File: config.mk
export PLATFORM = sky130hd
export DESIGN_NAME = uart_tx_arbiter
export DESIGN_NICKNAME = d
export VERILOG_FILES = /design/src/rtl/uart_tx_arbiter.sv
export SDC_FILE = /design/constraint.sdc
export NUM_CORES = 1
export LEC_CHECK = 0
export CAP_MARGIN = 20
export CORE_MARGIN = 4
export CORE_UTILIZATION = 60
export CTS_CLUSTER_DIAMETER = 40
export CTS_CLUSTER_SIZE = 25
export DETAILED_ROUTE_END_ITERATION = 10
export DONT_BUFFER_PORTS = 1
export PLACE_DENSITY = 0.76
export SLEW_MARGIN = 20
export SYNTH_ARGS = -nofsm -noshare
export SYNTH_HDL_FRONTEND = slang
export SYNTH_SLANG_ARGS = --single-unit
File: constraint.sdc
create_clock -name clk -period 3.7 [get_ports clk]
set_input_delay 0.37 -clock clk [delete_from_list [all_inputs] [get_ports clk]]
set_output_delay 0.37 -clock clk [all_outputs]
set_load 0.05 [all_outputs]
File: src/rtl/uart_tx_arbiter.sv
// Round-robin arbiter sharing one uart1 transmitter between NUM_REQ byte producers.
// Latency: req sampled at edge E -> uart_start high after E; ack one cycle after busy is seen low.
// Backpressure: requesters hold req/data until ack; a stalled UART is abandoned after TIMEOUT cycles.
`timescale 1ns/1ps

module uart_tx_arbiter #(
   parameter int NUM_REQ = 4,
   parameter int DATA_W  = 8,
   parameter int TIMEOUT = 1023,
   parameter int ID_W    = 2
) (
   input  logic                      clk,
   input  logic                      reset,
   input  logic [NUM_REQ-1:0]        req,
   input  logic [NUM_REQ*DATA_W-1:0] req_data,
   output logic [NUM_REQ-1:0]        ack,
   output logic                      uart_start,
   output logic [DATA_W-1:0]         uart_data,
   input  logic                      uart_busy,
   output logic [ID_W-1:0]           grant_id,
   output logic                      active,
   output logic                      err_timeout
);

   localparam int              CNT_W    = $clog2(TIMEOUT + 1);
   localparam int              SLOTS    = 2 ** ID_W;
   localparam logic [CNT_W-1:0] CNT_MAX = CNT_W'(TIMEOUT);
   localparam logic [ID_W-1:0]  LAST_ID = ID_W'(NUM_REQ - 1);
   localparam logic [NUM_REQ-1:0] ONE_HOT0 = NUM_REQ'(1);

   typedef enum logic [1:0] {
      S_IDLE      = 2'd0,
      S_START     = 2'd1,
      S_WAIT_DONE = 2'd2,
      S_DONE      = 2'd3
   } state_t;

   state_t              state, state_n;
   logic [CNT_W-1:0]    cnt, cnt_n;
   logic [ID_W-1:0]     last_grant, last_grant_n;
   logic [ID_W-1:0]     grant_id_n;
   logic [DATA_W-1:0]   uart_data_n;
   logic                uart_start_n;
   logic [NUM_REQ-1:0]  ack_n;
   logic                err_timeout_n;
   logic                active_n;

   // Requests and bytes padded out to the full ID_W index space so the
   // round-robin pointer can index them directly; unused slots never request.
   logic [SLOTS-1:0]    req_ext;
   logic [DATA_W-1:0]   slot_data [SLOTS];

   assign req_ext = SLOTS'(req);

   for (genvar g = 0; g < SLOTS; g++) begin : g_slot
      if (g < NUM_REQ) begin : g_used
         assign slot_data[g] = req_data[g*DATA_W +: DATA_W];
      end else begin : g_pad
         assign slot_data[g] = '0;
      end
   end

   logic                win_found;
   logic [ID_W-1:0]     win_idx;
   logic [ID_W-1:0]     cand;

   // Round-robin search: walk from last_grant+1 with wrap at NUM_REQ; first pending wins.
   always_comb begin
      win_found = 1'b0;
      win_idx   = '0;
      cand      = last_grant;
      for (int k = 0; k < NUM_REQ; k++) begin
         cand = (cand == LAST_ID) ? '0 : cand + ID_W'(1);
         if (!win_found && req_ext[cand]) begin
            win_found = 1'b1;
            win_idx   = cand;
         end
      end
   end

   // Next-state and next-output logic; every output is registered from these values.
   always_comb begin
      state_n       = state;
      cnt_n         = cnt;
      last_grant_n  = last_grant;
      grant_id_n    = grant_id;
      uart_data_n   = uart_data;
      uart_start_n  = uart_start;
      ack_n         = '0;
      err_timeout_n = 1'b0;

      case (state)
         S_IDLE: begin
            if (win_found) begin
               state_n      = S_START;
               grant_id_n   = win_idx;
               uart_data_n  = slot_data[win_idx];
               uart_start_n = 1'b1;
               cnt_n        = '0;
            end
         end

         S_START: begin
            if (uart_busy) begin
               uart_start_n = 1'b0;
               cnt_n        = '0;
               state_n      = S_WAIT_DONE;
            end else if (cnt == CNT_MAX) begin
               // UART never accepted the byte: abandon it, skip this requester once.
               uart_start_n  = 1'b0;
               err_timeout_n = 1'b1;
               last_grant_n  = grant_id;
               state_n       = S_IDLE;
            end else begin
               cnt_n = cnt + CNT_W'(1);
            end
         end

         S_WAIT_DONE: begin
            uart_start_n = 1'b0;
            if (!uart_busy) begin
               // ack is raised on entry to DONE so it is high exactly while in DONE.
               ack_n   = ONE_HOT0 << grant_id;
               state_n = S_DONE;
            end else if (cnt == CNT_MAX) begin
               err_timeout_n = 1'b1;
               last_grant_n  = grant_id;
               state_n       = S_IDLE;
            end else begin
               cnt_n = cnt + CNT_W'(1);
            end
         end

         S_DONE: begin
            last_grant_n = grant_id;
            state_n      = S_IDLE;
         end

         default: begin
            state_n      = S_IDLE;
            uart_start_n = 1'b0;
         end
      endcase

      active_n = (state_n != S_IDLE);
   end

   // State and registered outputs; reset drops every output immediately.
   always_ff @(posedge clk or negedge reset) begin
      if (!reset) begin
         state       <= S_IDLE;
         cnt         <= '0;
         last_grant  <= LAST_ID;
         grant_id    <= '0;
         uart_data   <= '0;
         uart_start  <= 1'b0;
         ack         <= '0;
         err_timeout <= 1'b0;
         active      <= 1'b0;
      end else begin
         state       <= state_n;
         cnt         <= cnt_n;
         last_grant  <= last_grant_n;
         grant_id    <= grant_id_n;
         uart_data   <= uart_data_n;
         uart_start  <= uart_start_n;
         ack         <= ack_n;
         err_timeout <= err_timeout_n;
         active      <= active_n;
      end
   end

endmodule

==> run metrics, run 1 <==
run status=finished clean; Relative slew margins=38.3%; Rows=20; post-CTS setup buffer count=0; first-pass GRT wire length=roughly 7300 um; critical path arrival=2950 ps; first-pass detailed-route iteration total=4; post-route non-filler standard cell count=~250; Synth Net Count=about 250; FF-to-FF Start=last_grant[0]; cell taking the most area after synthesis=dfrtp_1; Crit path required time=between 3000 and 4000 ps; Fin. Hold Viols=0; Starting Density=between 60% and 70%; Synth Cell Area=roughly 1900 sq um; Max Clock Skew=roughly 6.6 ps; clock latency on the worst-skew pair=around 330 ps; DP HPWL=between 3000 and 4000 um; synth cell count leaders=dfrtp_1, nand2_1, nor2_1, a21oi_1, o21ai_0; # setup viols final=0; Post-Place Cells=around 240; Pwr Density=approximately 840 nW/um^2; Synth Flop Type=dfrtp_1; DRC Markers=0; antenna violations before repair=0; post-route antenna net violation count=0; Pint=0.838 mW; Placeable Area=between 3000 and 4000 sq um; Final Critical Period=roughly 2700 ps; EDFF count, synth=0; fin util=between 60% and 70%; Routed WL per cell=between 15 and 20 um; worst setup path start=last_grant[0]; asr flop ratio synth=between 90% and 100%; net switching power=0.879 mW; fillcell total=273; area grow syn2layout=5.58%; share of the synthesized area in the top cell type=a little under two fifths; layout cells sized above 1=11.5%; drt total wl=4450 um; CTS tree=built; largest net degree at the start of global routing=32; fin. max-slew vios=0; VDD IR-drop max=0.000374 V; Total Routing Usage GR=approximately 22%; Worst Setup End Kind=register; Critical Path Fanout Max=11; fmax=~370 MHz; most frequent cell after synthesis=dfrtp_1; CP startpoint kind=register; worst min path class=in -> reg; cells after synthesis=207; Seq/Total Area, Yosys=just over 40%; port bufs=0; Final Cycle Share=73.2%; sequential power share=44.4%; Via density=between 6 and 7; Clock Power Share=a little over an eighth; Inserted Clock Buffers=5; Clock Sinks=31; Yosys warning total=0; Max clock buf depth=2; Chip Width=64.7 um; Worst Setup EP=uart_data[1]; Sw Ratio=between 50% and 60%; Max Cap Viol=0; gr ovfl total=0; Die Y=~65 um; die area=4180 sq um; Final nets=between 200 and 300; via count=between 1.5k and 2k; Root Buffer=clkbuf_4; Leakage=0.862 nW; Worst R2R End=uart_data[1]; R2R depth=6; Pwr Total=approximately 1.7 mW; RSZ-0062 raised after global routing=no; CTS H-tree depth=2; worst slew pin tran=about 900 ps; register clock-pin slew on the reported worst setup and hold paths=about 90 ps; n_diodes=0; top-level I/O count=56; Area contributors post-synth=dfrtp_1, a211oi_2, ha_1; setup TNS=0 ps; #FFs+latches synth=31; number of global-route vias before repair=approximately 1.6k; number of distinct library cells after synthesis=44; final RePlAce weighted congestion=0.835; Logic pwr share=a little over two fifths; crit path kind=reg -> reg; R2R Setup Slk=990 ps; drt initial violations=~100; Avg Cell Area, Syn=just over 9 sq um
[layout make-up]
| class | instances | area (sq um) | share of cell area, % |
|---|---|---|---|
| inverters | 6 | 22.5 | 1.11 |
| well taps | 44 | 55.1 | 2.70 |
| flip-flops and latches | 31 | 778 | 38.2 |
| clock buffers | 8 | 68.8 | 3.38 |
| multi-input cells | 162 | 1080 | 53.1 |
| repair buffers | 2 | 30.0 | 1.48 |
[power by group through the flow]
stage          registers, mW  clock network, mW  logic [mW]
4_1_cts                0.764              0.232       0.726
3_3_place_gp           0.767                  0       0.670
3_5_place_dp           0.771                  0       0.712
2_1_floorplan          0.744                  0       0.628
6_report               0.762              0.226       0.729
5_1_grt                0.775              0.255       0.817
[cells by family after synthesis]
group	synth area share, %
adders and majority gates	4.54
DFF	40.4
buffers and inverters	3.57
AOI/OAI and AO/OA	31.4
and+or+nand+nor	18.9
muxes	1.17
[stage by stage]
step	hold WS (ps)	setup WS, ps	area, sq um
5_1_grt	181	800	2040
4_1_cts	185	1010	2040
6_report	194	992	2040
2_1_floorplan	74.4	1530	1930
3_3_place_gp	75.2	1260	1940
3_5_place_dp	75.3	1040	1940
[per-layer routing]
| layer | vias to the layer above | wire length [um] | global-route usage (%) |
|---|---|---|---|
| li1 | 784 | - | - |
| met1 | 756 | 1900 | 27.8 |
| met2 | 56 | 2240 | 37.5 |
| met3 | 7 | 256 | 6.07 |
| met4 | 0 | 53 | 6.86 |
| met5 | - | 0 | 0 |
[registers in the layout (all words and copies together), names as in the netlist]
| signal | flops |
|---|---|
| uart_start | 1 |
| ack | 4 |
| uart_data | 8 |
| err_timeout | 1 |
| grant_id | 2 |
| state | 2 |
| active | 1 |
| cnt | 10 |
| last_grant | 2 |
[cells in the final DEF (no fill, tap or decap), types with 3 or more instances in the layout]
cell type / n
nor3_1: 4
clkbuf_4: 5
inv_1: 6
o31a_1: 7
nand2_1: 22
nor2b_1: 3
nand3_1: 5
a31oi_1: 5
ha_1: 7
o31ai_1: 3
nand4_1: 4
nor2_1: 20
o21ai_1: 4
nand2b_1: 4
dfrtp_1: 29
a21oi_1: 16
a211oi_1: 8
and3_1: 3
a211oi_2: 8
o21ai_0: 14
[worst min-delay path by stage]
stage | cells after the start | slack, ps | from | to
floorplan | 0 | 70 | reset | ack[0]
global placement | 0 | 80 | reset | cnt[8]
detailed placement | 0 | 80 | reset | cnt[8]
CTS | 2 | 190 | req_data[15] | uart_data[7]
global route | 2 | 180 | req_data[20] | uart_data[4]
finish | 2 | 190 | req_data[18] | uart_data[2]
[what timing repair did]
item / CTS / global route
hold endpoints to repair: 31 / 0
gates resized for setup: 0 / 0
hold buffers: 2 / 0
[worst max-delay path, stage by stage (launching register included)]
cell and delay [ps]:
dfstp_2 600, ha_1 310, nand2b_1 170, a21oi_1 730
or3_1 460, nand2_1 130, a211oi_2 220
No activity file was read; power rests on OpenSTA's default activity.
==> run 2: changes to the inputs <==
==> constraint.sdc (replaced) <==
create_clock -name clk -period 2.55 [get_ports clk]
set_input_delay 0.255 -clock clk [delete_from_list [all_inputs] [get_ports clk]]
set_output_delay 0.255 -clock clk [all_outputs]
set_load 0.05 [all_outputs]
==> run 2 against run 1 <==
Net effect:
- sequential power grew 46%
- global-route usage grew 1.1 points
- clock power is 82% higher
- cell area rose by 2.7%
- wire length rose by 3.2%
- largest power group unchanged
- non-clock buffer count is 5 higher
- maximum frequency is 17% higher
- flip-flop and latch count did not move
- total power rose by 53%
- hold slack got worse by 140 ps
==> run metrics, run 2 (synthesized netlist as in run 1, its figures left out) <==
via count=1,679 (+4.7%); Relative slew margins=58.6% (+20 points); layout cells sized above 1=14.0% (+2.5 points); die area=4180 sq um (unchanged); Final Critical Period=2310 ps (-401 ps); metal3 WL=316 um (+23%); post-CTS setup buffer count=0 (unchanged); drt initial violations=132 (+28%); Largest register FFs=10 (unchanged); fmax=434 MHz (+17%); Final Cycle Share=90.4% (+17 points); fin. max-slew vios=0 (unchanged); worst min path class=in -> reg; crit path kind=reg -> reg; CP startpoint kind=register; # setup viols final=0 (unchanged); Critical Path Fanout Max=15 (+4); DR WL met2=2270 um (+1.5%); RSZ-0062 raised after global routing=no; Max Clock Skew=12.8 ps (+6.16 ps); top-level I/O count=56 (unchanged); antenna violations before repair=0 (unchanged); clock latency on the worst-skew pair=340 ps (about the same); drt total wl=4600 um (+3.2%); Finished Cell Area=2090 sq um (+2.7%); CTS tree=built; Crit path required time=2810 ps (-1130 ps); uppermost layer routed=met4; Starting Density=63.2% (unchanged); biggest regs=cnt x10, uart_data x8, ack x4; Total Routing Usage GR=23.4% (+1.1 points); Worst Setup End Kind=register; Final nets=259 (+2.0%); post-route antenna net violation count=0 (unchanged); largest net degree at the start of global routing=32 (unchanged); register clock-pin slew on the reported worst setup and hold paths=110 ps (+20 ps); final RePlAce weighted congestion=0.879 (+5.3%); Rows=20 (unchanged); Root Buffer=clkbuf_4; commonest non-fill, non-tap cell in the layout=dfrtp_1; Top reg by flops=cnt; area grow syn2layout=8.44%; # resized after CTS=0 (unchanged); first-pass detailed-route iteration total=7 (+3); VDD IR-drop max=0.000635 V (+70%); gr ovfl total=0 (unchanged); setup TNS=0 ps (unchanged); cell area after placement=1970 sq um (+1.9%); number of global-route vias before repair=1,678 (+8.0%); critical path arrival=2570 ps (-380 ps); run status=finished clean; Die Y=64.7 um (unchanged); Leakage=0.896 nW (+3.9%); Routed WL per cell=17.8 um (+1.2%); Metal-1 WL=1920 um (+0.68%); DP HPWL=3460 um (+4.2%); commonest cells after routing, fill and taps aside=dfrtp_1, nand2_1, nor2_1; Fin. Hold Viols=0 (unchanged); Inserted Clock Buffers=5 (unchanged); Pwr Density=1260 nW/um^2 (+49%); Via density=6.51 (+2.7%); DRC Markers=0 (unchanged); CTS H-tree depth=2 (unchanged); Placeable Area=3050 sq um (unchanged); Max clock buf depth=2 (unchanged); Chip Width=64.7 um (unchanged); port bufs=0 (unchanged); first-pass GRT wire length=7620 um (+4.5%); Clock Sinks=31 (unchanged); n_diodes=0 (unchanged); worst slew pin tran=620 ps (-305 ps); Max Cap Viol=0 (unchanged)
run 2: cell type report:
cell class,instances,area [sq um]
Clock inverter,2,35.0
Fill cell,251,962
Inverter,6,22.5
Clock buffer,6,51.3
Tap cell,44,55.1
Sequential cell,31,778
Multi-Input combinational cell,162,1080
Timing Repair Buffer,7,67.6
run 2: worst paths after layout:
kind / depth (start not counted) / end / slack, ps / startpoint
setup / recovery: 6 / uart_data[4] / 240 / last_grant[0]
hold / removal: 2 / uart_data[7] / 60 / req_data[15]
setup reg to reg: 6 / uart_data[4] / 240 / last_grant[0]
hold reg to reg: 1 / cnt[5] / 490 / cnt[5]
max in group asynchronous: 2 / last_grant[0] / 1930 / reset
min in group asynchronous: 2 / cnt[8] / 350 / reset
run 2: worst max-delay path, stage by stage, from the launching register on:
cell	delay [ps]
dfstp_2	600
ha_1	310
o311a_1	330
buf_4	180
nor3_4	460
a211oi_1	200
a211oi_2	170
run 2: power by group:
part / switching, mW / internal (mW)
Combinational: 0.649 / 0.465
Clock: 0.179 / 0.232
Sequential: 0.473 / 0.633
Total: 1.30 / 1.33
run 2: timing repair:
action,in CTS,in global routing
endpoints found under the setup margin,0,0
hold buffers,2,0
hold endpoints to repair,31,0
run 2: stage by stage:
| stage | hold slack, ps | util (%) | total power [mW] | instances | setup WS [ps] |
|---|---|---|---|---|---|
| 6_report | 57.9 | 68.5 | 2.63 | 258 | 244 |
| 5_1_grt | 49.5 | 68.5 | 2.82 | 258 | 57.9 |
| 4_1_cts | 61.9 | 68.5 | 2.63 | 258 | 259 |
| 3_5_place_dp | -39.8 | 64.7 | 2.21 | 248 | 257 |
| 3_3_place_gp | -39.8 | 64.7 | 2.14 | 248 | 358 |
| 2_1_floorplan | -40.6 | - | 1.99 | 207 | 383 |
run 2: routing by layer:
metal	global-route usage, %	up-vias
met3	8.49	10
li1	-	788
met1	27.7	811
met2	38.4	70
met5	0	-
met4	9.23	0
==> run 3: changes to the inputs <==
--- a/config.mk
+++ b/config.mk
@@ -9,11 +9,11 @@
 export CORE_MARGIN = 4
 export CORE_UTILIZATION = 60
 export CTS_CLUSTER_DIAMETER = 40
-export CTS_CLUSTER_SIZE = 25
+export CTS_CLUSTER_SIZE = 30
 export DETAILED_ROUTE_END_ITERATION = 10
 export DONT_BUFFER_PORTS = 1
 export PLACE_DENSITY = 0.76
-export SLEW_MARGIN = 20
+export SLEW_MARGIN = 10
 export SYNTH_ARGS = -nofsm -noshare
 export SYNTH_HDL_FRONTEND = slang
 export SYNTH_SLANG_ARGS = --single-unit
==> results of run 3 <==
Final layout, timing and power as in run 2 (identical DEF).
